File: src/rtl/audio_rate_buffer.sv
// Elastic PCM sample FIFO: bursty writes in, fixed-rate pops out to the DAC as 12-bit offset binary.
// Optional round-to-nearest conversion is enabled with `define AUDIO_ROUNDING_EN.
module audio_rate_buffer #(
  parameter int clock_max   = 25_000_000,
  parameter int sample_rate = 400,
  parameter int DEPTH       = 16
) (
  input  logic                    clk_25mhz,
  input  logic                    reset,
  input  logic                    data_ready,
  input  logic [15:0]             audio_in,
  input  logic                    dac_ready,
  output logic [11:0]             sample_out,
  output logic                    sample_valid,
  output logic [$clog2(DEPTH):0]  fifo_level,
  output logic                    overflow,
  output logic                    underflow
);
  localparam int PERIOD = clock_max / sample_rate;
  localparam int CW     = (PERIOD > 1) ? $clog2(PERIOD) : 1;
  localparam int AW     = $clog2(DEPTH);
  localparam int LW     = AW + 1;

  typedef enum logic {FILL, PLAY} state_t;

  state_t          state_q, state_d;
  logic [CW-1:0]   tick_cnt;
  logic            tick;
  logic [15:0]     mem [DEPTH];
  logic [AW-1:0]   wr_ptr, rd_ptr;
  logic            pending_q, pending_d;
  logic            empty, full, push, pop, starve;

  function automatic logic [11:0] to_dac(input logic [15:0] s);
    logic [15:0] r;
`ifdef AUDIO_ROUNDING_EN
    r = ($signed(s) > 16'sh7FF7) ? 16'h7FFF : s + 16'd8;
`else
    r = s;
`endif
    return {~r[15], r[14:4]};
  endfunction

  assign tick  = (tick_cnt == CW'(PERIOD - 1));
  assign empty = (fifo_level == '0);
  assign full  = (fifo_level == LW'(DEPTH));
  // pop is resolved first, so a write at full still lands when a pop frees a slot
  assign push  = data_ready && (!full || pop);

  always_ff @(posedge clk_25mhz) begin
    if (reset)     tick_cnt <= '0;
    else if (tick) tick_cnt <= '0;
    else           tick_cnt <= tick_cnt + CW'(1);
  end

  always_comb begin
    state_d   = state_q;
    pending_d = pending_q;
    pop       = 1'b0;
    starve    = 1'b0;
    case (state_q)
      FILL: begin
        pending_d = 1'b0;
        if (fifo_level >= LW'(DEPTH / 2)) state_d = PLAY;
      end
      PLAY: begin
        if (pending_q && dac_ready) begin
          pending_d = 1'b0;
          if (!empty) begin
            pop = 1'b1;
          end else begin
            starve  = 1'b1;
            state_d = FILL;
          end
        end else if (tick) begin
          pending_d = 1'b1;
        end
      end
      default: state_d = FILL;
    endcase
  end

  always_ff @(posedge clk_25mhz) begin
    if (push) mem[wr_ptr] <= audio_in;
  end

  always_ff @(posedge clk_25mhz) begin
    if (reset) begin
      state_q      <= FILL;
      pending_q    <= 1'b0;
      wr_ptr       <= '0;
      rd_ptr       <= '0;
      fifo_level   <= '0;
      overflow     <= 1'b0;
      underflow    <= 1'b0;
      sample_out   <= 12'h800;
      sample_valid <= 1'b0;
    end else begin
      state_q      <= state_d;
      pending_q    <= pending_d;
      sample_valid <= pop;
      if (push) wr_ptr <= wr_ptr + AW'(1);
      if (pop) begin
        rd_ptr     <= rd_ptr + AW'(1);
        sample_out <= to_dac(mem[rd_ptr]);
      end
      case ({push, pop})
        2'b10:   fifo_level <= fifo_level + LW'(1);
        2'b01:   fifo_level <= fifo_level - LW'(1);
        default: fifo_level <= fifo_level;
      endcase
      if (data_ready && !push) overflow  <= 1'b1;
      if (starve)              underflow <= 1'b1;
    end
  end

endmodule

File: config.mk
export PLATFORM = sky130hd
export DESIGN_NAME = audio_rate_buffer
export DESIGN_NICKNAME = d
export VERILOG_FILES = /design/src/rtl/audio_rate_buffer.sv
export SDC_FILE = /design/constraint.sdc
export NUM_CORES = 1
export LEC_CHECK = 0
export BUFFER_PORTS_ARGS = -buffer_cell sky130_fd_sc_hd__buf_2
export CAP_MARGIN = 30
export CORE_MARGIN = 3
export CORE_UTILIZATION = 31
export CTS_CLUSTER_SIZE = 25
export DETAILED_ROUTE_END_ITERATION = 16
export SKIP_LAST_GASP = 1
export SLEW_MARGIN = 0
export SYNTH_ARGS = -nofsm -noshare
export SYNTH_HDL_FRONTEND = slang
export SYNTH_SLANG_ARGS = --single-unit
File: constraint.sdc
create_clock -name clk_25mhz -period 3.1 [get_ports clk_25mhz]
set_clock_uncertainty 0.05 [all_clocks]
set_input_delay 0.62 -clock clk_25mhz [delete_from_list [all_inputs] [get_ports clk_25mhz]]
set_output_delay 0.62 -clock clk_25mhz [all_outputs]
set_load 0.01 [all_outputs]
**Yosys cells after proc, flatten, opt, wreduce, memory -nomap -nowiden**

Memories as Yosys holds them, arrays and structs flattened. A register that Yosys moved wholly into a read port is not among the register bits.
Index checks and enable logic that the tools add are counted.

- Input bits: 20
- Bits in writable memories: 256
- Output and inout port bits: 20
- Memories kept: 1
- Flip-flop bits (word level): 46

- Bitwise logic cells: 2
- Order comparisons: 1
- Add/subtract/negate cells: 5
- Equal/unequal tests: 5
- Multiplexer cells: 17
- Reduce and logical (&&, ||, !) cells: 9

Memories:

| memory | words | bits a word | read ports | clocked after memory_dff | wr ports | line | text |
|---|---|---|---|---|---|---|---|
| mem | 16 | 16 | 1 | 1 | 1 | 29 | `logic [15:0] mem [DEPTH];` |

Operators with widths:

| cell | number |
|---|---|
| $add A16 B1 Y16 const B | 1 |
| $eq A16 B16 Y1 const B | 1 |
| $mux W1 | 12 |
| $pmux W5 S2 | 1 |
| $add A4 B1 Y4 const B | 2 |
| $mux W4 | 2 |
| $add A5 B1 Y5 const B | 1 |
| $eq A5 B5 Y1 const B | 1 |
| $ge A5 B4 Y1 const B | 1 |
| $logic_not A5 Y1 | 1 |
| $sub A5 B1 Y5 const B | 1 |
| $pmux W1 S2 | 2 |
| $logic_and A1 B1 Y1 | 3 |
| $ne A3 B1 Y1 const B | 1 |
| $eq A2 B1 Y1 const B | 1 |
| $eq A2 B2 Y1 const B | 1 |
| $logic_not A1 Y1 | 2 |
| $not A1 Y1 | 2 |
| $reduce_bool A2 Y1 | 1 |
| $reduce_or A2 Y1 | 1 |
| $logic_or A1 B1 Y1 | 1 |

**Logic depth before layout (Yosys ltp)**

Gate-level depths: netlist of run 1.

- Depth in word-level cells: 8
- Mapped depth: 8

**Worst setup path after synthesis of run 1**

No wires, ideal clock.

- Kind: in2reg
- Start point: input port dac_ready
- End point: register fifo_level[4]
- Path slack: 0.323 ns
- Arrival: 2.595 ns
- Stages: 8
- Required time: 2.918 ns
- Cell sequence: nand3_1 > a211oi_1 > inv_1 > fa_1 > nand2b_1 > a211o_1 > o221ai_1 > a31oi_1

- Word-level cells in the longest chain between the ends: 7
- Elaborated cells on any way between the ends: 9

RTL lines:

| item | line | text |
|---|---|---|
| start, declared | 12 | `input logic dac_ready,` |
| $logic_and A1 B1 Y1 (*) | 67 | `if (pending_q && dac_ready) begin` |
| $mux W1 (*) | 67 |  |
| $mux W1 (*) | 61 | `case (state_q)` |
| $logic_or A1 B1 Y1 | 48 | `assign push = data_ready && (!full \|\| pop);` |
| $logic_and A1 B1 Y1 | 48 |  |
| $eq A2 B1 Y1 or $eq A2 B2 Y1 (tied branches) | 107 | `case ({push, pop})` |
| $pmux W5 S2 or $reduce_bool A2 Y1 (tied branches) | - |  |
| end signal, assigned | 108 | `2'b10: fifo_level <= fifo_level + LW'(1);` |
| end signal, assigned | 109 | `2'b01: fifo_level <= fifo_level - LW'(1);` |
| end signal, assigned | 110 | `default: fifo_level <= fifo_level;` |
| end, declared | 15 | `output logic [$clog2(DEPTH):0] fifo_level,` |

Mark *: on every way between the ends. The rest lies on a longest branch, timed or not.
A chain may end at the register's enable or synchronous reset.

**Worst setup path after layout of run 1**

- Start point: register fifo_level[0]
- End point: register fifo_level[4]

- Word-level cells in the longest chain between the ends: 8
- Elaborated cells on any way between the ends: 14

RTL lines:

| item | line | text |
|---|---|---|
| $logic_not A5 Y1 | 45 | `assign empty = (fifo_level == '0);` |
| $mux W1 | 69 | `if (!empty) begin` |
| $mux W1 | 67 |  |
| $mux W1 | 61 |  |
| $logic_or A1 B1 Y1 | 48 |  |
| $logic_and A1 B1 Y1 | 48 |  |
| $eq A2 B1 Y1 or $eq A2 B2 Y1 (tied branches) | 107 |  |
| $pmux W5 S2 or $reduce_bool A2 Y1 (tied branches) | - |  |

Parallel ways exist; a longest one is shown, timed or not.

==> metrics.txt, run 1 <==
# TYPE chip_impl_metric gauge
chip_impl_metric{name="top_level_ports",unit=""} 40
chip_impl_metric{name="floorplan.initialDensity",unit=""} 0.319
chip_impl_metric{name="gr-total-overflow",unit=""} 0
chip_impl_metric{name="drv_cap",unit=""} 0
chip_impl_metric{name="min_path_cells",unit=""} 1
chip_impl_info{name="cpMaxStageDelayCell",value="sky130_fd_sc_hd__dfxtp_1"} 1
chip_impl_metric{name="power.switching_fraction",unit=""} 0.202
chip_impl_metric{name="critical_path.max_fanout",unit=""} 7
chip_impl_metric{name="grt_pass1_wl",unit="mm"} 30.9
chip_impl_info{name="hp-class",value="reg2reg"} 1
chip_impl_metric{name="ctsHoldBuffers",unit=""} 0
chip_impl_metric{name="antenna-diode-count",unit=""} 0
chip_impl_metric{name="die_width",unit="um"} 182
chip_impl_info{name="regToRegStartpoint",value="fifo_level[0]"} 1
chip_impl_metric{name="totalNegativeSetupSlack",unit="ps"} 0
chip_impl_info{name="yosys-top-cells-area",value="sky130_fd_sc_hd__edfxtp_1 (60%), sky130_fd_sc_hd__mux4_2 (11%), sky130_fd_sc_hd__dfxtp_1 (10%)"} 1
chip_impl_metric{name="cts_post_setup_buffers_inserted",unit=""} 0
chip_impl_info{name="cts.root.buffer_cell",value="sky130_fd_sc_hd__clkbuf_16"} 1
chip_impl_metric{name="grt_max_degree",unit=""} 33
chip_impl_info{name="hold_path_origin",value="tick_cnt[0]"} 1
chip_impl_metric{name="die_height",unit="um"} 182
chip_impl_info{name="path_class",value="reg2reg"} 1
chip_impl_metric{name="synth-warning-count",unit=""} 0
chip_impl_info{name="cpMostUsedCell",value="sky130_fd_sc_hd__buf_4"} 1
chip_impl_metric{name="final_period_minus_worst_setup_slack",unit="ps"} 2470
chip_impl_metric{name="maximum_buffer_depth_of_the_clock_tree",unit=""} 3
chip_impl_metric{name="share_comb_of_total_power",unit=""} 0.030
chip_impl_metric{name="worst_path_max_stage_delay",unit="ps"} 430
chip_impl_metric{name="ys_async_sr_fraction",unit=""} 0
chip_impl_metric{name="route.detailed.wl_per_inst",unit="um"} 19.8
chip_impl_metric{name="area_growth_syn_to_layout",unit="%"} 15.4
chip_impl_metric{name="place_congestion",unit=""} 0.762
chip_impl_metric{name="floorplan.die_area",unit="sq mm"} 0.0331
chip_impl_metric{name="power_frac_seq",unit=""} 0.553
chip_impl_metric{name="postSynthAreaPerCell",unit="sq um"} 17.7
chip_impl_metric{name="detailedPlacementHpwl",unit="mm"} 12.4
chip_impl_metric{name="timing.reg2reg.setup_slack",unit="ps"} 630
chip_impl_metric{name="distinct_cell_type_count_of_the_synthesized_netlist",unit=""} 54
chip_impl_metric{name="worstRegToRegCells",unit=""} 9
chip_impl_info{name="crit_path_end_kind",value="flop"} 1
chip_impl_metric{name="power_report.internal_total",unit="mW"} 5.14
chip_impl_metric{name="crit_arrival",unit="ps"} 2850
chip_impl_metric{name="timing.max_slew.rel_slack",unit=""} 0.481
chip_impl_metric{name="synth.net_count",unit=""} 571
chip_impl_metric{name="worst_slew_pin_slew",unit="ps"} 776
chip_impl_metric{name="route.vias.total",unit=""} 5043
chip_impl_metric{name="final-setup-viol-count",unit=""} 0
chip_impl_metric{name="p_sw",unit="mW"} 1.30
chip_impl_metric{name="clk_pin_slew_worst_paths",unit="ps"} 60
chip_impl_metric{name="synth.yosys.seq_area_share",unit=""} 0.706
chip_impl_metric{name="synth-edff-count",unit=""} 192
chip_impl_metric{name="drt_pre_antenna_iters",unit=""} 4
chip_impl_metric{name="timing_hold_violations_final",unit=""} 0
chip_impl_metric{name="syn_area",unit="sq mm"} 0.00958
chip_impl_metric{name="clk_latency",unit="ps"} 510
chip_impl_metric{name="drt_drc_violations_left",unit=""} 0
chip_impl_metric{name="number_of_antenna_violations_at_the_first_check_in_global_routing",unit=""} 1
chip_impl_metric{name="pre_cts_ws",unit="ps"} 495
chip_impl_info{name="timing.critical_path.cells",value="nor4_2, buf_4, a211oi_1, buf_4, ha_1, nand2b_1, a21oi_1, or4_1, a31oi_1"} 1
chip_impl_info{name="synth_top_cell_by_area",value="sky130_fd_sc_hd__edfxtp_1"} 1
chip_impl_metric{name="layout_cells_sized_above_1",unit=""} 0.262
chip_impl_metric{name="cts_num_sinks",unit=""} 242
chip_impl_metric{name="final_critical_path_setup_slack",unit="ps"} 631
chip_impl_metric{name="cts_buffers",unit=""} 23
chip_impl_metric{name="vias_per_cell",unit=""} 5.00
chip_impl_metric{name="grt_use_total",unit=""} 0.120
chip_impl_info{name="tritoncts",value="yes"} 1
chip_impl_metric{name="timing_max_transition_violations_final",unit=""} 0
chip_impl_metric{name="placed_cell_area",unit="sq mm"} 0.0103
chip_impl_metric{name="detail_route.wirelength",unit="mm"} 20.0
chip_impl_metric{name="post_cts_resized",unit=""} 0
chip_impl_info{name="regToRegEndpoint",value="fifo_level[4]"} 1
chip_impl_metric{name="first_global_vias",unit=""} 5188
chip_impl_metric{name="max_clock_freq",unit="MHz"} 405
chip_impl_metric{name="p_leak",unit="nW"} 3.51
chip_impl_metric{name="core_footprint",unit="sq mm"} 0.0300
chip_impl_info{name="yosys_most_used_dff",value="sky130_fd_sc_hd__edfxtp_1"} 1
chip_impl_info{name="critPathLaunchType",value="flop"} 1
chip_impl_metric{name="cts_max_level",unit=""} 1
chip_impl_metric{name="synth_top_cell_area_share",unit=""} 0.602
chip_impl_metric{name="required",unit="ps"} 3480
chip_impl_info{name="rsz0062_at_grt",value="false"} 1
chip_impl_metric{name="detail-route-antenna-nets",unit=""} 0
chip_impl_metric{name="finish.instance_area",unit="sq mm"} 0.0111
chip_impl_metric{name="postSynthRegisterBits",unit=""} 242
chip_impl_metric{name="power_per_cell_area",unit="mW/mm^2"} 582
chip_impl_metric{name="count_of_input_and_output_buffers",unit=""} 35
chip_impl_metric{name="post_route_fraction_of_the_period_consumed_by_the_critical_path",unit=""} 0.797
chip_impl_metric{name="syn-instance-count",unit=""} 541
chip_impl_info{name="status",value="finished, final reports clean"} 1
chip_impl_metric{name="nNetsFinal",unit=""} 632
chip_impl_metric{name="rows",unit=""} 63
chip_impl_metric{name="initialDrtViolationCount",unit=""} 405
chip_impl_metric{name="vdd_ir_max",unit="V"} 0.000497
chip_impl_info{name="hold-path-endpoint",value="tick_cnt[0]"} 1
chip_impl_metric{name="power_frac_clock",unit=""} 0.418
[power groups by stage]
| stage | clock network, mW | logic [mW] | registers [mW] |
|---|---|---|---|
| 2_1_floorplan | 0 | 0.108 | 3.63 |
| 3_3_place_gp | 0 | 0.181 | 3.62 |
| 3_5_place_dp | 0 | 0.194 | 3.63 |
| 4_1_cts | 2.77 | 0.195 | 3.56 |
| 5_1_grt | 2.89 | 0.212 | 3.56 |
| 6_report | 2.69 | 0.192 | 3.56 |
[metal layers]
layer | part of all wire | GRT usage | wire length, um | vias to the layer above
met5 | 0.00085 | 0 | 17 | -
met2 | 0.50 | 0.208 | 9940 | 133
met3 | 0.055 | 0.0222 | 1110 | 26
li1 | - | - | - | 2283
met1 | 0.43 | 0.158 | 8550 | 2599
met4 | 0.019 | 0.0265 | 373 | 2
[through the flow]
stage / std cells / hold WS [ps] / power, mW / util
after floorplan: 541 / 363 / 3.73 / -
after global placement: 967 / 373 / 3.80 / 0.344
after detailed placement: 967 / 382 / 3.82 / 0.344
after CTS: 1009 / 400 / 6.52 / 0.368
after global routing: 1009 / 420 / 6.67 / 0.368
final: 1009 / 399 / 6.44 / 0.368
[cell usage in the layout, fill, tap and decap left out, types with 2 or more instances in the layout]
| cell | instances |
|---|---|
| sky130_fd_sc_hd__a211oi_1 | 2 |
| sky130_fd_sc_hd__a21oi_1 | 9 |
| sky130_fd_sc_hd__a31o_1 | 10 |
| sky130_fd_sc_hd__a31oi_1 | 3 |
| sky130_fd_sc_hd__a41oi_1 | 2 |
| sky130_fd_sc_hd__and3_1 | 5 |
| sky130_fd_sc_hd__buf_2 | 35 |
| sky130_fd_sc_hd__buf_4 | 26 |
| sky130_fd_sc_hd__bufinv_16 | 2 |
| sky130_fd_sc_hd__clkbuf_1 | 3 |
| sky130_fd_sc_hd__clkbuf_16 | 23 |
| sky130_fd_sc_hd__clkinv_1 | 6 |
| sky130_fd_sc_hd__clkinv_2 | 4 |
| sky130_fd_sc_hd__clkinvlp_2 | 2 |
| sky130_fd_sc_hd__clkinvlp_4 | 2 |
| sky130_fd_sc_hd__dfxtp_1 | 48 |
| sky130_fd_sc_hd__edfxtp_1 | 192 |
| sky130_fd_sc_hd__ha_1 | 9 |
| sky130_fd_sc_hd__inv_1 | 7 |
| sky130_fd_sc_hd__mux2_2 | 3 |
| sky130_fd_sc_hd__mux2i_1 | 28 |
| sky130_fd_sc_hd__mux4_2 | 48 |
| sky130_fd_sc_hd__nand2_1 | 17 |
| sky130_fd_sc_hd__nand2b_1 | 4 |
| sky130_fd_sc_hd__nand3_1 | 12 |
| sky130_fd_sc_hd__nand4_1 | 3 |
| sky130_fd_sc_hd__nor2_1 | 43 |
| sky130_fd_sc_hd__nor3_1 | 2 |
| sky130_fd_sc_hd__nor3_2 | 4 |
| sky130_fd_sc_hd__nor4b_1 | 2 |
| sky130_fd_sc_hd__o22ai_1 | 13 |
| sky130_fd_sc_hd__o31ai_1 | 3 |
| sky130_fd_sc_hd__or4_1 | 4 |
| sky130_fd_sc_hd__xnor2_1 | 7 |
| sky130_fd_sc_hd__xor2_1 | 9 |
[registers in the layout, summed over array words and instances, names as in the netlist, 4 cells and up, named ones only]
name and count:
rd_ptr 4, sample_out 12, wr_ptr 4, tick_cnt 16
fifo_level 5, mem 192
[cells by family (layout without fill, tap and decap cells)]
logic type | count (synthesis) | count (layout) | share of synthesized area
muxes | 79 | 79 | 0.146
DFF | 242 | 242 | 0.706
AOI/OAI and AO/OA | 55 | 55 | 0.0481
xor gates and xnor gates | 16 | 16 | 0.0146
adders and majority gates | 10 | 10 | 0.0138
and+or+nand+nor | 105 | 105 | 0.0537
buffers and inverters | 34 | 112 | 0.0180
[synth_stat cells (2+ instances only)]
library cell and number:
sky130_fd_sc_hd__a211oi_1 2, sky130_fd_sc_hd__a21oi_1 9, sky130_fd_sc_hd__a31o_1 10, sky130_fd_sc_hd__a31oi_1 3
sky130_fd_sc_hd__a41oi_1 2, sky130_fd_sc_hd__and3_1 5, sky130_fd_sc_hd__buf_1 2, sky130_fd_sc_hd__buf_2 6
sky130_fd_sc_hd__buf_4 4, sky130_fd_sc_hd__buf_6 3, sky130_fd_sc_hd__clkbuf_1 11, sky130_fd_sc_hd__dfxtp_1 50
sky130_fd_sc_hd__edfxtp_1 192, sky130_fd_sc_hd__ha_1 9, sky130_fd_sc_hd__inv_1 7, sky130_fd_sc_hd__mux2_2 3
sky130_fd_sc_hd__mux2i_1 28, sky130_fd_sc_hd__mux4_2 48, sky130_fd_sc_hd__nand2_1 17, sky130_fd_sc_hd__nand2b_1 4
sky130_fd_sc_hd__nand3_1 12, sky130_fd_sc_hd__nand4_1 3, sky130_fd_sc_hd__nor2_1 43, sky130_fd_sc_hd__nor3_1 6
sky130_fd_sc_hd__nor4b_1 2, sky130_fd_sc_hd__o22ai_1 13, sky130_fd_sc_hd__o31ai_1 3, sky130_fd_sc_hd__or4_1 4
sky130_fd_sc_hd__xnor2_1 7, sky130_fd_sc_hd__xor2_1 9
[cell type report]
class | instances | area [sq um]
Fill cell | 2759 | 19000
Sequential cell | 242 | 6770
Multi-Input combinational cell | 265 | 2660
Clock buffer | 26 | 587
Tap cell | 390 | 488
Timing Repair Buffer | 62 | 390
Clock inverter | 16 | 133
Inverter | 8 | 30.0
[critical path: cells and delay by family, from the launching register on]
family,cells,cell delay [ps]
compound gates,3,590
fa+ha+maj,1,280
buf+inv,2,370
flops,1,430
simple gates,3,670
[worst max path at each step]
| stage | to | slack (ps) | from | depth (start not counted) |
|---|---|---|---|---|
| 4_1_cts | fifo_level[4] | 630 | fifo_level[0] | 9 |
| 3_3_place_gp | fifo_level[4] | 520 | dac_ready | 9 |
| 6_report | fifo_level[4] | 630 | fifo_level[0] | 9 |
| 5_1_grt | fifo_level[4] | 430 | fifo_level[3] | 9 |
| 2_1_floorplan | fifo_level[4] | 320 | dac_ready | 8 |
| 3_5_place_dp | fifo_level[4] | 500 | dac_ready | 9 |
Note: power is estimated with default switching activity, not from simulation.
==> inputs of run 2 (changes only) <==
--- a/config.mk
+++ b/config.mk
@@ -5,6 +5,7 @@
 export SDC_FILE = /design/constraint.sdc
 export NUM_CORES = 1
 export LEC_CHECK = 0
+export ABC_AREA = 1
 export BUFFER_PORTS_ARGS = -buffer_cell sky130_fd_sc_hd__buf_2
 export CAP_MARGIN = 30
 export CORE_MARGIN = 3
==> constraint.sdc (replaced) <==
create_clock -name clk_25mhz -period 2.2 [get_ports clk_25mhz]
set_clock_uncertainty 0.05 [all_clocks]
set_input_delay 0.44 -clock clk_25mhz [delete_from_list [all_inputs] [get_ports clk_25mhz]]
set_output_delay 0.44 -clock clk_25mhz [all_outputs]
set_load 0.01 [all_outputs]
==> run 2 against run 1 <==
  * Non-clock buffer count is 12 higher
  * Clock power rose by 54%
  * Routed wire length is 12% higher
  * Fmax increased by 27%
  * Worst setup slack got worse by 370 ps
  * Die area rose by 8.0%
  * Utilization down 0.14 points
  * Synthesized cell count increased by 95%
  * Total power is 46% higher
  * Critical path type unchanged
==> metrics.txt, run 2 <==
# TYPE chip_impl_metric gauge
chip_impl_metric{name="floorplan.die_area",unit="sq mm"} 0.0357
chip_impl_metric{name="synth.yosys.seq_area_share",unit=""} 0.652
chip_impl_info{name="cp-startpoint",value="fifo_level[1]"} 1
chip_impl_metric{name="grt_max_degree",unit=""} 44
chip_impl_metric{name="synth-edff-count",unit=""} 192
chip_impl_info{name="routed.top_layer",value="met4"} 1
chip_impl_metric{name="grt_pass1_wl",unit="mm"} 36.9
chip_impl_info{name="cts.root.buffer_cell",value="sky130_fd_sc_hd__clkbuf_16"} 1
chip_impl_metric{name="antenna-diode-count",unit=""} 0
chip_impl_metric{name="vdd_ir_max",unit="V"} 0.000573
chip_impl_metric{name="route.vias.total",unit=""} 7064
chip_impl_metric{name="floorplan.initialDensity",unit=""} 0.316
chip_impl_metric{name="fillCellCount",unit=""} 3241
chip_impl_metric{name="maximum_buffer_depth_of_the_clock_tree",unit=""} 3
chip_impl_metric{name="critical_path.max_fanout",unit=""} 5
chip_impl_metric{name="cts_post_setup_buffers_inserted",unit=""} 0
chip_impl_info{name="yosys_most_used_dff",value="sky130_fd_sc_hd__edfxtp_1"} 1
chip_impl_metric{name="cts_num_sinks",unit=""} 242
chip_impl_metric{name="initialDrtViolationCount",unit=""} 496
chip_impl_metric{name="required",unit="ps"} 2570
chip_impl_metric{name="p_leak",unit="nW"} 4.87
chip_impl_info{name="cpMostUsedCell",value="sky130_fd_sc_hd__nor2_1"} 1
chip_impl_metric{name="detailedPlacementHpwl",unit="mm"} 15.1
chip_impl_info{name="regToRegStartpoint",value="fifo_level[1]"} 1
chip_impl_metric{name="postSynthRegisterBits",unit=""} 242
chip_impl_metric{name="timing_hold_violations_final",unit=""} 0
chip_impl_metric{name="detail_route.wirelength",unit="mm"} 22.4
chip_impl_info{name="synth_top_cell_by_area",value="sky130_fd_sc_hd__edfxtp_1"} 1
chip_impl_metric{name="number_of_antenna_violations_at_the_first_check_in_global_routing",unit=""} 0
chip_impl_metric{name="clk_pin_slew_worst_paths",unit="ps"} 60
chip_impl_info{name="status",value="finished, final reports clean"} 1
chip_impl_metric{name="crit_arrival",unit="ps"} 2300
chip_impl_info{name="yosys-top-cells-area",value="sky130_fd_sc_hd__edfxtp_1 (56%), sky130_fd_sc_hd__nand2_1 (11%), sky130_fd_sc_hd__dfxtp_1 (9.6%)"} 1
chip_impl_metric{name="core_footprint",unit="sq mm"} 0.0328
chip_impl_info{name="tritoncts",value="yes"} 1
chip_impl_metric{name="worst_path_max_stage_delay",unit="ps"} 350
chip_impl_metric{name="final_period_minus_worst_setup_slack",unit="ps"} 1940
chip_impl_metric{name="max_clock_freq",unit="MHz"} 516
chip_impl_metric{name="synth.net_count",unit=""} 1084
chip_impl_metric{name="cts_max_level",unit=""} 1
chip_impl_metric{name="synth_adder_area_share",unit=""} 0.0128
chip_impl_info{name="critPathLaunchType",value="flop"} 1
chip_impl_metric{name="final-setup-viol-count",unit=""} 0
chip_impl_metric{name="nNetsFinal",unit=""} 1142
chip_impl_metric{name="timing_max_transition_violations_final",unit=""} 0
chip_impl_metric{name="drt_drc_violations_left",unit=""} 0
chip_impl_metric{name="post_route_fraction_of_the_period_consumed_by_the_critical_path",unit=""} 0.881
chip_impl_info{name="rsz0062_at_grt",value="false"} 1
chip_impl_metric{name="ctsHoldBuffers",unit=""} 0
chip_impl_info{name="path_class",value="reg2reg"} 1
chip_impl_metric{name="utilization_after_layout",unit=""} 0.367
chip_impl_metric{name="route.detailed.wl_per_inst",unit="um"} 14.2
chip_impl_metric{name="syn-instance-count",unit=""} 1054
chip_impl_metric{name="routedLengthMet1",unit="mm"} 9.87
chip_impl_metric{name="vias_per_cell",unit=""} 4.49
chip_impl_metric{name="area_growth_syn_to_layout",unit="%"} 15.9
chip_impl_metric{name="layout_cells_sized_above_1",unit=""} 0.110
chip_impl_metric{name="top_level_ports",unit=""} 40
chip_impl_info{name="final_common_cell",value="sky130_fd_sc_hd__nand2_1"} 1
chip_impl_metric{name="post_synth_xor_area_fraction",unit=""} 0.00422
chip_impl_metric{name="clk_latency",unit="ps"} 530
chip_impl_metric{name="totalNegativeSetupSlack",unit="ps"} 0
chip_impl_metric{name="die_width",unit="um"} 189
chip_impl_metric{name="grt_use_total",unit=""} 0.127
chip_impl_metric{name="cts_buffers",unit=""} 26
chip_impl_metric{name="timing.max_slew.rel_slack",unit=""} 0.704
chip_impl_metric{name="syn_area",unit="sq mm"} 0.0104
chip_impl_metric{name="finalHoldWorstSlack",unit="ps"} 152
chip_impl_metric{name="synth_top_cell_area_share",unit=""} 0.556
chip_impl_metric{name="count_of_input_and_output_buffers",unit=""} 35
chip_impl_metric{name="distinct_cell_type_count_of_the_synthesized_netlist",unit=""} 32
chip_impl_info{name="critical_path.top_delay_family",value="simple AND/OR/NAND/NOR gates"} 1
chip_impl_metric{name="postSynthAreaPerCell",unit="sq um"} 9.84
chip_impl_info{name="hp-class",value="in2reg"} 1
chip_impl_info{name="synth_commonest_cells",value="sky130_fd_sc_hd__nand2_1 (291), sky130_fd_sc_hd__edfxtp_1 (192), sky130_fd_sc_hd__nand3_1 (153)"} 1
chip_impl_metric{name="synth-warning-count",unit=""} 0
chip_impl_metric{name="dp.cells",unit=""} 1526
chip_impl_metric{name="drv_cap",unit=""} 0
chip_impl_metric{name="detail-route-antenna-nets",unit=""} 0
chip_impl_metric{name="gr-total-overflow",unit=""} 0
chip_impl_info{name="regMostFlops",value="mem"} 1
chip_impl_info{name="most_numerous_cell_in_the_yosys_netlist",value="sky130_fd_sc_hd__nand2_1"} 1
chip_impl_metric{name="power_per_cell_area",unit="mW/mm^2"} 783
chip_impl_metric{name="met2_length",unit="mm"} 11.2
chip_impl_metric{name="first_global_vias",unit=""} 7058
chip_impl_metric{name="worstPathBufferInverterCount",unit=""} 2
chip_impl_metric{name="non_filler_instance_count_after_layout",unit=""} 1574
chip_impl_info{name="layout.cells.most_common_list",value="sky130_fd_sc_hd__nand2_1 (291), sky130_fd_sc_hd__edfxtp_1 (192), sky130_fd_sc_hd__nand3_1 (153)"} 1
chip_impl_info{name="hold_path_origin",value="data_ready"} 1
chip_impl_metric{name="worst_slew_pin_slew",unit="ps"} 443
chip_impl_metric{name="ys_async_sr_fraction",unit=""} 0
chip_impl_metric{name="routed-wl-met3",unit="um"} 796
chip_impl_info{name="top_flop_regs",value="mem (192), tick_cnt (16), sample_out (12)"} 1
chip_impl_metric{name="drt_pre_antenna_iters",unit=""} 5
chip_impl_info{name="timing.critical_path.cells",value="nor2_1, nand3_1, nand2_2, inv_4, nand2_4, inv_1, ha_1, a21oi_1, nand2_1, xor2_1, nor2_1, nor2_1"} 1
chip_impl_metric{name="post_cts_resized",unit=""} 0
chip_impl_info{name="dominant_combinational_cell_family_by_area_after_synthesis",value="simple AND/OR/NAND/NOR gates"} 1
chip_impl_metric{name="synth_compound_area_frac",unit=""} 0.0230
chip_impl_metric{name="die_height",unit="um"} 189
chip_impl_metric{name="rows",unit=""} 66
chip_impl_metric{name="place_congestion",unit=""} 0.785
chip_impl_info{name="crit_path_end_kind",value="flop"} 1
chip_impl_info{name="cpMaxStageDelayCell",value="sky130_fd_sc_hd__dfxtp_1"} 1
chip_impl_metric{name="muxShareOfSynthArea",unit=""} 0
chip_impl_metric{name="synth-simple-area-share",unit=""} 0.230
chip_impl_metric{name="largest_reg_flops",unit=""} 192
run 2: cell families (layout without fill, tap and decap cells):
group / after synthesis / count (layout)
AOI/OAI and AO/OA: 46 / 46
xor gates and xnor gates: 5 / 5
adders and majority gates: 10 / 10
buffers and inverters: 185 / 263
DFF: 242 / 242
and+or+nand+nor: 566 / 566
run 2: routing by layer:
layer,GRT usage,up-vias
met5,0,-
met4,0.0384,0
met3,0.0185,41
met2,0.225,119
met1,0.161,3349
li1,-,3555
run 2: worst paths after layout:
path                    to  slack (ps)  depth (start not counted)
max          fifo_level[3]         260                         12
min               overflow         150                          3
max reg2reg  fifo_level[3]         260                         12
min reg2reg    tick_cnt[0]         400                          1
run 2: cell type report:
type / instances / area, sq um / share of cell area
tap: 442 / 553 / 0.0460
multi-input combinational: 627 / 2800 / 0.233
inverter: 141 / 534 / 0.0444
sequential: 242 / 6770 / 0.563
timing repair buffer: 74 / 556 / 0.0462
clock buffer: 38 / 696 / 0.0578
clock inverter: 10 / 114 / 0.00947
run 2: metrics by stage:
stage,setup slack (ps),instance area (sq um),power [mW]
after CTS,262,12000,9.53
after global placement,110,11200,5.36
final,261,12000,9.41
after global routing,56.0,12000,9.76
after detailed placement,122,11200,5.37
after floorplan,205,10400,5.23
run 2: power by group:
| group | switching (mW) | total, mW | internal [mW] |
|---|---|---|---|
| clock network | 1.71 | 4.15 | 2.43 |
| registers | 0.0240 | 5.01 | 4.99 |
| logic | 0.180 | 0.255 | 0.0751 |
run 2: worst min-delay path: stages:
cell and delay, ps:
sky130_fd_sc_hd__buf_2 110, sky130_fd_sc_hd__a21oi_1 70, sky130_fd_sc_hd__nor2_1 70
==> inputs of run 3 (changes only) <==
--- a/config.mk
+++ b/config.mk
@@ -9,9 +9,10 @@
 export BUFFER_PORTS_ARGS = -buffer_cell sky130_fd_sc_hd__buf_2
 export CAP_MARGIN = 30
 export CORE_MARGIN = 3
-export CORE_UTILIZATION = 31
+export CORE_UTILIZATION = 52
 export CTS_CLUSTER_SIZE = 25
 export DETAILED_ROUTE_END_ITERATION = 16
+export PLACE_DENSITY = 0.72
 export SKIP_LAST_GASP = 1
 export SLEW_MARGIN = 0
 export SYNTH_ARGS = -nofsm -noshare
==> run 3 against run 2 <==
  * Routed wire length up 1.9%
  * First-iteration DRC count up 25%
  * Sequential power about the same
  * Final cell count down 11%
  * Worst setup slack worse by 1.8 ps
  * Sequential cell count unchanged
  * Register-to-register slack about the same
  * Critical endpoint unchanged
==> metrics.txt, run 3 (synthesis results as in run 2) <==
# TYPE chip_impl_metric gauge
chip_impl_metric{name="largest_reg_flops",unit=""} 192
chip_impl_metric{name="first_global_vias",unit=""} 6823
chip_impl_metric{name="p_sw",unit="mW"} 1.89
chip_impl_metric{name="crit_arrival",unit="ps"} 2300
chip_impl_metric{name="detail_route.wirelength",unit="mm"} 22.8
chip_impl_metric{name="drt_drc_violations_left",unit=""} 0
chip_impl_info{name="rsz0062_at_grt",value="false"} 1
chip_impl_metric{name="vias_per_cell",unit=""} 5.20
chip_impl_info{name="tritoncts",value="yes"} 1
chip_impl_metric{name="vdd_ir_max",unit="V"} 0.000819
chip_impl_metric{name="die_width",unit="um"} 147
chip_impl_metric{name="count_of_input_and_output_buffers",unit=""} 35
chip_impl_metric{name="number_of_antenna_violations_at_the_first_check_in_global_routing",unit=""} 2
chip_impl_metric{name="routedLengthMet1",unit="mm"} 9.62
chip_impl_metric{name="core_footprint",unit="sq mm"} 0.0195
chip_impl_metric{name="finish.instance_area",unit="sq mm"} 0.0118
chip_impl_metric{name="grt_max_degree",unit=""} 71
chip_impl_metric{name="antenna-diode-count",unit=""} 0
chip_impl_metric{name="power_report.internal_total",unit="mW"} 7.54
chip_impl_metric{name="final_period_minus_worst_setup_slack",unit="ps"} 1940
chip_impl_metric{name="power_frac_clock",unit=""} 0.440
chip_impl_info{name="hold_path_origin",value="data_ready"} 1
chip_impl_metric{name="met2_length",unit="mm"} 10.8
chip_impl_metric{name="rows",unit=""} 51
chip_impl_info{name="crit_path_end_kind",value="flop"} 1
chip_impl_metric{name="routed-wl-met3",unit="mm"} 1.61
chip_impl_metric{name="cts_max_level",unit=""} 1
chip_impl_metric{name="place_congestion",unit=""} 0.894
chip_impl_metric{name="totalNegativeSetupSlack",unit="ps"} 0
chip_impl_info{name="cpMaxStageDelayCell",value="sky130_fd_sc_hd__dfxtp_1"} 1
chip_impl_info{name="status",value="finished, final reports clean"} 1
chip_impl_metric{name="share_comb_of_total_power",unit=""} 0.027
chip_impl_metric{name="grt_pass1_wl",unit="mm"} 36.1
chip_impl_info{name="routed.top_layer",value="met5"} 1
chip_impl_metric{name="nNetsFinal",unit=""} 1142
chip_impl_metric{name="post_route_fraction_of_the_period_consumed_by_the_critical_path",unit=""} 0.882
chip_impl_metric{name="route.vias.total",unit=""} 7262
chip_impl_metric{name="drv_cap",unit=""} 0
chip_impl_info{name="regToRegStartpoint",value="fifo_level[1]"} 1
chip_impl_info{name="layout.cells.most_common_list",value="sky130_fd_sc_hd__nand2_1 (291), sky130_fd_sc_hd__edfxtp_1 (192), sky130_fd_sc_hd__nand3_1 (153)"} 1
chip_impl_metric{name="area_growth_syn_to_layout",unit="%"} 13.4
chip_impl_metric{name="gr-total-overflow",unit=""} 0
chip_impl_metric{name="die_height",unit="um"} 147
chip_impl_metric{name="placed_cell_area",unit="sq mm"} 0.0109
chip_impl_metric{name="fillCellCount",unit=""} 1638
chip_impl_info{name="path_class",value="reg2reg"} 1
chip_impl_metric{name="power_per_cell_area",unit="mW/mm^2"} 801
chip_impl_metric{name="top_level_ports",unit=""} 40
chip_impl_metric{name="worst_path_max_stage_delay",unit="ps"} 360
chip_impl_metric{name="layout_cells_sized_above_1",unit=""} 0.112
chip_impl_metric{name="timing.max_slew.rel_slack",unit=""} 0.483
chip_impl_metric{name="maximum_buffer_depth_of_the_clock_tree",unit=""} 3
chip_impl_metric{name="power.switching_fraction",unit=""} 0.200
chip_impl_metric{name="timing_hold_violations_final",unit=""} 0
chip_impl_metric{name="power_frac_seq",unit=""} 0.532
chip_impl_metric{name="clk_pin_slew_worst_paths",unit="ps"} 60
chip_impl_metric{name="grt_use_total",unit=""} 0.212
chip_impl_metric{name="clk_latency",unit="ps"} 520
chip_impl_metric{name="ctsHoldBuffers",unit=""} 0
chip_impl_metric{name="route.detailed.wl_per_inst",unit="um"} 16.4
chip_impl_metric{name="min_path_cells",unit=""} 3
chip_impl_metric{name="floorplan.die_area",unit="sq mm"} 0.0217
chip_impl_metric{name="p_leak",unit="nW"} 4.86
chip_impl_info{name="regToRegEndpoint",value="fifo_level[3]"} 1
chip_impl_info{name="top_flop_regs",value="mem (192), tick_cnt (16), sample_out (12)"} 1
chip_impl_metric{name="detailedPlacementHpwl",unit="mm"} 14.3
chip_impl_metric{name="worstRegToRegCells",unit=""} 12
chip_impl_metric{name="required",unit="ps"} 2560
chip_impl_metric{name="cts_num_sinks",unit=""} 242
chip_impl_metric{name="floorplan.initialDensity",unit=""} 0.531
chip_impl_info{name="regMostFlops",value="mem"} 1
chip_impl_info{name="critPathLaunchType",value="flop"} 1
chip_impl_metric{name="cts_buffers",unit=""} 26
chip_impl_info{name="hold-path-endpoint",value="overflow"} 1
chip_impl_info{name="cpMostUsedCell",value="sky130_fd_sc_hd__nor2_1"} 1
chip_impl_metric{name="detail-route-antenna-nets",unit=""} 0
chip_impl_info{name="hp-class",value="in2reg"} 1
chip_impl_metric{name="timing_max_transition_violations_final",unit=""} 0
chip_impl_metric{name="post_cts_resized",unit=""} 0
chip_impl_metric{name="drt_pre_antenna_iters",unit=""} 5
chip_impl_metric{name="initialDrtViolationCount",unit=""} 619
chip_impl_info{name="timing.critical_path.cells",value="nor2_2, nand3_1, nand2_2, inv_4, nand2_4, inv_1, ha_1, a21oi_1, nand2_1, xor2_1, nor2_1, nor2_1"} 1
chip_impl_metric{name="cts_post_setup_buffers_inserted",unit=""} 0
chip_impl_metric{name="final-setup-viol-count",unit=""} 0
chip_impl_metric{name="worst_slew_pin_slew",unit="ps"} 776
chip_impl_info{name="final_common_cell",value="sky130_fd_sc_hd__nand2_1"} 1
chip_impl_info{name="cts.root.buffer_cell",value="sky130_fd_sc_hd__clkbuf_16"} 1
chip_impl_metric{name="critical_path.max_fanout",unit=""} 5
chip_impl_metric{name="max_clock_freq",unit="MHz"} 515
chip_impl_metric{name="timing.reg2reg.setup_slack",unit="ps"} 260
==> run 3: cell types whose count changed in the layout (fill, tap and decap cells not counted), moves of 2 or more <==
cell	change
sky130_fd_sc_hd__clkbuf_1	-4
sky130_fd_sc_hd__clkinv_1	+2
sky130_fd_sc_hd__buf_4	+4
sky130_fd_sc_hd__buf_12	-4
sky130_fd_sc_hd__clkinv_2	+2
==> run 3: stage by stage <==
stage	total power, mW	hold slack (ps)	instances	util	setup WS (ps)
floorplan	5.23	367	1054	-	205
global placement	5.36	384	1349	0.560	127
detailed placement	5.37	387	1349	0.560	148
CTS	9.48	145	1396	0.602	247
global route	9.70	182	1396	0.602	63.7
finish	9.42	154	1396	0.602	260
==> run 3: area by class of cell <==
| type | count | area, sq um | area share |
|---|---|---|---|
| Multi-Input combinational cell | 627 | 2810 | 0.239 |
| Timing Repair Buffer | 74 | 505 | 0.0430 |
| Clock inverter | 12 | 108 | 0.00915 |
| Sequential cell | 242 | 6770 | 0.576 |
| Inverter | 141 | 534 | 0.0454 |
| Tap cell | 265 | 332 | 0.0282 |
| Clock buffer | 35 | 706 | 0.0600 |
==> run 3: power by group through the flow <==
stage	Combinational, mW	Clock [mW]	Sequential, mW
global route	0.288	4.39	5.02
global placement	0.250	0	5.11
finish	0.258	4.15	5.01
floorplan	0.121	0	5.11
detailed placement	0.257	0	5.11
CTS	0.258	4.21	5.01
==> run 3: worst max-delay path, delay by kind of cell, from the launching register on <==
family,cells,cell delay [ps]
flops,1,360
fa+ha+maj,1,340
compound gates,1,140
xor+xnor,1,140
simple gates,7,670
buf+inv,2,120
==> run 3: worst max-delay path by stage <==
stage / start / endpoint / slack [ps]
2_1_floorplan: dac_ready / fifo_level[4] / 210
6_report: fifo_level[1] / fifo_level[3] / 260
3_5_place_dp: dac_ready / fifo_level[3] / 150
3_3_place_gp: dac_ready / fifo_level[4] / 130
4_1_cts: fifo_level[1] / fifo_level[4] / 250
5_1_grt: fifo_level[1] / fifo_level[4] / 60
==> run 3: metal layers <==
layer	global-route usage	vias up
met2	0.338	251
met4	0.0750	4
met1	0.294	3396
met3	0.0407	56
li1	-	3555
met5	0	-
